[config.mk]
export PLATFORM = sky130hd
export DESIGN_NAME = cla_pipe_addsub
export DESIGN_NICKNAME = d
export VERILOG_FILES = /design/src/rtl/cla_pipe_addsub.sv
export SDC_FILE = /design/constraint.sdc
export NUM_CORES = 1
export LEC_CHECK = 0
export BUFFER_PORTS_ARGS = -buffer_cell sky130_fd_sc_hd__buf_2
export CORE_ASPECT_RATIO = 0.5
export CORE_MARGIN = 2
export CORE_UTILIZATION = 58
export CTS_CLUSTER_DIAMETER = 40
export DETAILED_ROUTE_END_ITERATION = 8
export PLACE_DENSITY = 0.95
export SLEW_MARGIN = 15
export SYNTH_ARGS = -nofsm -noshare
export SYNTH_HDL_FRONTEND = slang
export SYNTH_SLANG_ARGS = --single-unit
[constraint.sdc]
create_clock -name clk -period 3.3 [get_ports clk]
set_input_delay 0.66 -clock clk [delete_from_list [all_inputs] [get_ports clk]]
set_output_delay 0.66 -clock clk [all_outputs]
set_load 0.05 [all_outputs]
[src/rtl/cla_pipe_addsub.sv]
// cla_pipe_addsub: two-stage pipelined carry-look-ahead add/subtract unit.
// Stage 1 adds the low half and registers the carry into the high half.
// Stage 2 adds the high half and registers the result with N/Z/V/C flags.
// Valid/ready on both sides plus a synchronous flush for squashes.
// Optional: define CLA_SAT_EN to saturate the result on signed overflow.
module cla_pipe_addsub #(
  parameter int unsigned WIDTH = 16,
  parameter int unsigned TAG_W = 4
) (
  input  logic             clk,
  input  logic             rst_n,
  input  logic             flush,
  input  logic             in_valid,
  output logic             in_ready,
  input  logic [WIDTH-1:0] in_a,
  input  logic [WIDTH-1:0] in_b,
  input  logic             in_sub,
  input  logic [TAG_W-1:0] in_tag,
  output logic             out_valid,
  input  logic             out_ready,
  output logic [WIDTH-1:0] out_sum,
  output logic             out_cout,
  output logic             out_ovfl,
  output logic             out_neg,
  output logic             out_zero,
  output logic [TAG_W-1:0] out_tag
);

  localparam int unsigned HALF = WIDTH / 2;
  localparam int unsigned NGRP = HALF / 4;

  // 4-bit CLA group: returns {group_g, group_p, sum[3:0]}; all internal
  // carries are look-ahead terms, nothing ripples inside the group.
  function automatic logic [5:0] cla4(input logic [3:0] a,
                                      input logic [3:0] b,
                                      input logic       cin);
    logic [3:0] g;
    logic [3:0] p;
    logic [3:0] c;
    logic       gg;
    logic       pg;
    g    = a & b;
    p    = a ^ b;
    c[0] = cin;
    c[1] = g[0] | (p[0] & cin);
    c[2] = g[1] | (p[1] & g[0]) | (p[1] & p[0] & cin);
    c[3] = g[2] | (p[2] & g[1]) | (p[2] & p[1] & g[0]) |
           (p[2] & p[1] & p[0] & cin);
    gg   = g[3] | (p[3] & g[2]) | (p[3] & p[2] & g[1]) |
           (p[3] & p[2] & p[1] & g[0]);
    pg   = &p;
    return {gg, pg, p ^ c};
  endfunction

  // One half-width adder: groups chained by G | (P & Cin); returns {cout, sum}.
  function automatic logic [HALF:0] cla_half(input logic [HALF-1:0] a,
                                             input logic [HALF-1:0] b,
                                             input logic            cin);
    logic            c;
    logic [5:0]      r;
    logic [HALF-1:0] s;
    c = cin;
    s = '0;
    for (int unsigned i = 0; i < NGRP; i++) begin
      r            = cla4(a[4*i +: 4], b[4*i +: 4], c);
      s[4*i +: 4]  = r[3:0];
      c            = r[5] | (r[4] & c);
    end
    return {c, s};
  endfunction

  // Stage 1 registers
  logic            s1_valid;
  logic [HALF-1:0] s1_sum_lo;
  logic            s1_c_hi;
  logic [HALF-1:0] s1_a_hi;
  logic [HALF-1:0] s1_b_hi;
  logic [TAG_W-1:0] s1_tag;

  // Handshake / advance terms
  logic s2_adv_c;
  logic s1_adv_c;
  logic accept_c;
  logic s2_load_c;

  assign s2_adv_c  = !out_valid || out_ready;
  assign s1_adv_c  = !s1_valid || s2_adv_c;
  assign in_ready  = s1_adv_c && !flush;
  assign accept_c  = in_valid && in_ready;
  assign s2_load_c = s2_adv_c && s1_valid && !flush;

  // Stage 1 datapath: operand conditioning and low-half addition.
  logic [WIDTH-1:0] b_eff_c;
  logic [HALF:0]    lo_res_c;

  always_comb begin
    b_eff_c  = in_sub ? ~in_b : in_b;
    lo_res_c = cla_half(in_a[HALF-1:0], b_eff_c[HALF-1:0], in_sub);
  end

  // Stage 2 datapath: high-half addition, overflow and optional saturation.
  logic [HALF:0]    hi_res_c;
  logic [WIDTH-1:0] wrap_c;
  logic [WIDTH-1:0] res_c;
  logic             ovfl_c;

  always_comb begin
    hi_res_c = cla_half(s1_a_hi, s1_b_hi, s1_c_hi);
    wrap_c   = {hi_res_c[HALF-1:0], s1_sum_lo};
    ovfl_c   = (s1_a_hi[HALF-1] == s1_b_hi[HALF-1]) &&
               (wrap_c[WIDTH-1] != s1_a_hi[HALF-1]);
    res_c    = wrap_c;
`ifdef CLA_SAT_EN
    if (ovfl_c) begin
      res_c = s1_a_hi[HALF-1] ? {1'b1, {(WIDTH-1){1'b0}}}
                              : {1'b0, {(WIDTH-1){1'b1}}};
    end
`endif
  end

  // Stage 1 valid: flush squashes, otherwise refill on advance.
  always_ff @(posedge clk or negedge rst_n) begin
    if (!rst_n) begin
      s1_valid <= 1'b0;
    end else if (flush) begin
      s1_valid <= 1'b0;
    end else if (s1_adv_c) begin
      s1_valid <= in_valid;
    end
  end

  // Stage 1 data: captured only on an accepted transfer.
  always_ff @(posedge clk or negedge rst_n) begin
    if (!rst_n) begin
      s1_sum_lo <= '0;
      s1_c_hi   <= 1'b0;
      s1_a_hi   <= '0;
      s1_b_hi   <= '0;
      s1_tag    <= '0;
    end else if (accept_c) begin
      s1_sum_lo <= lo_res_c[HALF-1:0];
      s1_c_hi   <= lo_res_c[HALF];
      s1_a_hi   <= in_a[WIDTH-1:HALF];
      s1_b_hi   <= b_eff_c[WIDTH-1:HALF];
      s1_tag    <= in_tag;
    end
  end

  // Stage 2 valid: flush squashes, bubbles from stage 1 clear it.
  always_ff @(posedge clk or negedge rst_n) begin
    if (!rst_n) begin
      out_valid <= 1'b0;
    end else if (flush) begin
      out_valid <= 1'b0;
    end else if (s2_adv_c) begin
      out_valid <= s1_valid;
    end
  end

  // Stage 2 data: result and flags, held stable while stalled.
  always_ff @(posedge clk or negedge rst_n) begin
    if (!rst_n) begin
      out_sum  <= '0;
      out_cout <= 1'b0;
      out_ovfl <= 1'b0;
      out_neg  <= 1'b0;
      out_zero <= 1'b0;
      out_tag  <= '0;
    end else if (s2_load_c) begin
      out_sum  <= res_c;
      out_cout <= hi_res_c[HALF];
      out_ovfl <= ovfl_c;
      out_neg  <= res_c[WIDTH-1];
      out_zero <= (res_c == '0);
      out_tag  <= s1_tag;
    end
  end

endmodule

# After elaboration in Yosys (flattened, before gate mapping)
# Index checks and enable logic that the tools add are counted.
[totals]
word_cells = 150
register_bits = 55
[classes]
n_reduce_logical = 17
n_eq_ne = 2
n_mux = 5
bitwise = 113
[ops]
columns = ["op", "count"]
rows = [
  ["bitwise AND 1 bit", 60],
  ["OR 1 bit", 40],
  ["bitwise XOR 4 bit", 8],
  ["bitwise AND 4 bit", 4],
  ["logical NOT 16 bit", 1],
  ["2-to-1 mux 16 bit", 1],
  ["inverter 16 bit", 1],
  ["AND reduction 4 bit", 4],
  ["logical AND 1 bit", 5],
  ["2-to-1 mux 1 bit", 4],
  ["nonzero test 2 bit", 2],
  ["logical NOT 1 bit", 3],
  ["logical OR 1 bit", 2],
  ["== test 1 bit", 1],
  ["inequality test 1 bit", 1],
]

# Longest topological paths before layout
[logic_depth]
ltp_word = 11
depth_mapped = 10

# Least setup slack after synthesis
# OpenSTA, ideal clock, no wires.
[synth_path]
kind = "input-to-reg"
start = "input in_sub"
end = "register s1_sum_lo[4]"
path_slack_ns = 0.468
t_arrival_ns = 2.749
path_stages = 9
t_required_ns = 3.217
n_path_buf = 2
path_cell_list = "buf_2 > buf_2 > xor2_1 > ha_1 > a211oi_1 > o21bai_2 > a21oi_1 > fa_1 > o21ai_0"
[synth_between]
elab_chain_cells = 8
elab_cells_between_ends = 16
classes_between = "mux: 1; bitwise: 14; reduce/logical: 1"
[synth_lines]
columns = ["item", "line_no", "text"]
rows = [
  ["start, declared", "17", "input logic in_sub,"],
  ["2-to-1 mux 16 bit", "97", "b_eff_c = in_sub ? ~in_b : in_b;"],
  ["bitwise XOR 4 bit or bitwise AND 4 bit (tied branches)", "43, 42", ""],
  ["bitwise AND 1 bit, on equally long branches", "49, 50", ""],
  ["OR 1 bit, or another cell as far along", "49", "gg = g[3] | (p[3] & g[2]) | (p[3] & p[2] & g[1]) |"],
  ["OR 1 bit or bitwise AND 1 bit (tied branches)", "49, 50", ""],
  ["OR 1 bit", "49", ""],
  ["OR 1 bit", "67", "c = r[5] | (r[4] & c);"],
  ["bitwise XOR 4 bit *", "52", "return {gg, pg, p ^ c};"],
  ["end signal, assigned", "141", "s1_sum_lo <= lo_res_c[HALF-1:0];"],
  ["end, declared", "74", "logic [HALF-1:0] s1_sum_lo;"],
]
# Every way passes the cells marked *; elsewhere a longest branch is shown, timed or not.
# A chain may end at the register's enable or synchronous reset.

# Worst setup path in the final report
[layout_path]
start = "register s1_a_hi[2]"
end = "register out_zero"
[layout_between]
elab_cells_between_ends = 30
classes_between = "bitwise: 28; reduce/logical: 2"
[layout_rtl]
columns = ["item", "line_no", "text"]
rows = [
  ["start, declared", "76", "logic [HALF-1:0] s1_a_hi;"],
  ["start signal, assigned", "143", "s1_a_hi <= in_a[WIDTH-1:HALF];"],
  ["bitwise AND 4 bit or bitwise XOR 4 bit (tied branches)", "42, 43", ""],
  ["bitwise AND 1 bit, on equally long branches", "49, 50", ""],
  ["OR 1 bit, or another cell as far along", "49", ""],
  ["OR 1 bit or bitwise AND 1 bit (tied branches)", "49, 50", ""],
  ["OR 1 bit", "49", ""],
  ["OR 1 bit *", "67", ""],
  ["bitwise XOR 4 bit *", "52", ""],
  ["net hi_res_c[4]", "102", "logic [HALF:0] hi_res_c;"],
  ["logical NOT 16 bit *", "174", "out_zero <= (res_c == '0);"],
  ["end signal, assigned", "174", ""],
  ["end, declared", "25", "output logic out_zero,"],
]
# Mark *: on every way through the listed nets, which the timed path passes. The rest lies on a longest branch.

==> flow_summary.json <==
{
  "std_cell_rows": 18,
  "p_sw_share_pct": 44.4,
  "worstMarginPinSlew_ps": 1120,
  "period_share_pct": 79.3,
  "drv_cap": 0,
  "dp_hpwl_um": 4710,
  "power.leakage_nw": 1.65,
  "postRouteAntennaNets": 0,
  "yosysTopAreaCellShare_pct": 47.2,
  "syn2layout_area_growth_pct": 16.7,
  "vias": 2130,
  "drtIter0Drc": 93,
  "synth_cell_types": 41,
  "setup_tns_ps": 0,
  "max_freq_ghz": 0.382,
  "cp_max_fo": 4,
  "hold_buffers": 0,
  "finClkSkew_ps": 4.74,
  "gp_congestion": 0.835,
  "vias_per_cell": 5.52,
  "cts_root_buffer": "clkbuf_8",
  "arrival_ps": 2830,
  "io_buffer_count": 67,
  "groute.usage.overall_pct": 23.5,
  "yosys.area.top_type": "dfrtp_1",
  "die_y_um": 53.7,
  "ys_seq_elements": 54,
  "critPathKind": "register to register",
  "syn_area_um2": 2870,
  "hold_path_class": "input pin to asynchronous set/reset pin",
  "numCtsBuffers": 5,
  "synth_top_flop_cell": "dfrtp_1",
  "slew_headroom_pct": 25.4,
  "pwr-share-seq_pct": 39.5,
  "power_frac_comb_pct": 45.7,
  "drive_above_1_share_pct": 29.7,
  "clk_pin_slew_worst_paths_ps": 90,
  "die-area_um2": 5550,
  "grt_pass1_vias": 2162,
  "core_area_um2": 4840,
  "firstDrtPassIters": 4,
  "drt-total-wl_um": 6030,
  "cts_setup_buffers": 0,
  "drc_errors": 0,
  "reg2regPathDepth": 8,
  "syn-mean-instance-area_um2": 11.4,
  "powerDensity_nw_per_um2": 713,
  "rsz0062_at_grt": "no",
  "ios": 68,
  "crit_path_end_kind": "register",
  "cts_tree": "yes",
  "grt_max_degree": 55,
  "cts_resized": 0,
  "synth_edf_count": 0,
  "synthTopCellsByArea": "dfrtp_1, ha_1, mux2_1",
  "n_antenna_cell": 0,
  "internal_power_mw": 1.33,
  "grt_pass1_wl_um": 9690,
  "synth-seq-area-share_pct": 47.2,
  "antenna_found_initial": 0,
  "required_ps": 3510,
  "die_w_um": 103,
  "outcome": "complete, no violations",
  "vdd_drop_max_v": 0.000336,
  "finalHoldViolations": 0,
  "start_util_pct": 59.2,
  "clk_path_buf_depth": 2,
  "synthArstFlopShare_pct": 100,
  "clock_sinks": 54,
  "finalCriticalPeriod_ps": 2620,
  "total_power_mw": 2.38,
  "synth_nets": 312,
  "nets": 377,
  "h-tree-depth": 2,
  "synth_warnings": 0,
  "gr-total-overflow": 0,
  "p_sw_mw": 1.06,
  "synth_cells": 251,
  "wl_per_cell_um": 15.6,
  "p_clk_share_pct": 14.8,
  "slew_viol_final": 0,
  "cp-start-kind": "register",
  "setup_violations": 0,
  "clk_latency_ps": 310
}
[sequential cells by signal, indices dropped and copies added, names as in the netlist]
name,flops
out_zero,1
s1_c_hi,1
out_tag,4
s1_a_hi,8
out_sum,16
out_ovfl,1
out_valid,1
s1_tag,4
s1_b_hi,8
s1_sum_lo,8
s1_valid,1
out_cout,1
[path summary, 6_finish.rpt]
path                                         from                       end  slack (ps)
max                        s1_a_hi[2]$_DFFE_PN0P_      out_zero$_DFFE_PN0P_         680
min                                         rst_n      s1_valid$_DFFE_PN0P_         380
max reg2reg                s1_a_hi[2]$_DFFE_PN0P_      out_zero$_DFFE_PN0P_         680
min reg2reg                 s1_tag[3]$_DFFE_PN0P_    out_tag[3]$_DFFE_PN0P_         490
max in group asynchronous                   rst_n  s1_sum_lo[7]$_DFFE_PN0P_        2480
min in group clk            s1_tag[3]$_DFFE_PN0P_    out_tag[3]$_DFFE_PN0P_         490
[layout by cell type, fill, tap and decap left out, drive strengths merged]
cell type and count:
a211oi 3, a21o 5, a21oi 11, a2bb2oi 1, and3 1, buf 69
clkbuf 6, clkinvlp 1, dfrtp 54, fa 3, ha 16, inv 8
mux2 27, mux2i 1, nand2 25, nand2b 3, nand3 1, nand3b 2
nand4 1, nor2 6, nor2b 1, nor3 4, nor3b 2, nor4b 2
o21a 5, o21ai 19, o21bai 1, o22ai 1, o31a 1, o31ai 2
o41ai 2, or3 1, or3b 1, or4 1, or4b 1, xnor2 12
xor2 16
[cells in the mapped netlist, types with 3 or more instances]
cell type and count:
a21o_1 5, a21oi_1 10, buf_2 8, dfrtp_1 54, fa_1 3, ha_1 16, inv_1 8, mux2_1 15
mux2_2 12, nand2_1 25, nand2b_1 3, nor2_1 6, nor3_1 4, o21a_1 5, o21ai_0 12, o21ai_1 7
xnor2_1 12, xor2_1 16
[power groups by stage]
stage	clock, mW	sequential, mW	combinational [mW]
floorplan	0	1.31	0.446
global placement	0	0.943	1.03
detailed placement	0	0.954	1.09
CTS	0.356	0.939	1.09
global route	0.390	0.964	1.17
finish	0.353	0.941	1.09
[layout make-up]
type                       instances  area (um2)
sequential                        54        1350
fill                             328        1500
tap                               70        87.6
clock buffer                       6        72.6
multi-input combinational        178        1430
inverter                           8        30.0
timing repair buffer              69         365
clock inverter                     1        7.51
[worst max-delay path, cell delays in order (launching register included)]
cell and delay (ps):
dfrtp_1 390, ha_1 380, and3_4 220, a21oi_1 170
nand2_1 100, fa_1 510, nor4b_1 330, nand4_1 190
o41ai_2 240
[per-stage QoR]
step / hold slack (ps) / area (um2) / setup WS (ps) / instances / util [%]
3_5_place_dp: 473 / 3260 / 492 / 379 / 67.3
6_report: 378 / 3340 / 682 / 386 / 69.0
2_1_floorplan: 364 / 2870 / 468 / 251 / -
5_1_grt: 422 / 3340 / 595 / 386 / 69.0
4_1_cts: 493 / 3340 / 696 / 386 / 69.0
3_3_place_gp: 459 / 3260 / 659 / 379 / 67.3
[kinds of logic (layout without fill, tap and decap cells)]
family | Yosys count | after routing | share of synthesized area, %
buf+inv | 19 | 84 | 2.97
flops | 54 | 54 | 47.2
compound gates | 51 | 51 | 12.1
simple gates | 52 | 52 | 9.21
fa+ha+maj | 19 | 19 | 9.08
xor+xnor | 28 | 28 | 8.56
mux | 28 | 28 | 11.0
[layer usage]
metal	track usage, %	vias up	wire length [um]
met4	10.7	0	157
met5	0	-	0
met1	27.0	1046	2480
met2	43.4	60	3130
li1	-	1004	-
met3	4.94	20	251
(Power assumes the default switching activity.)
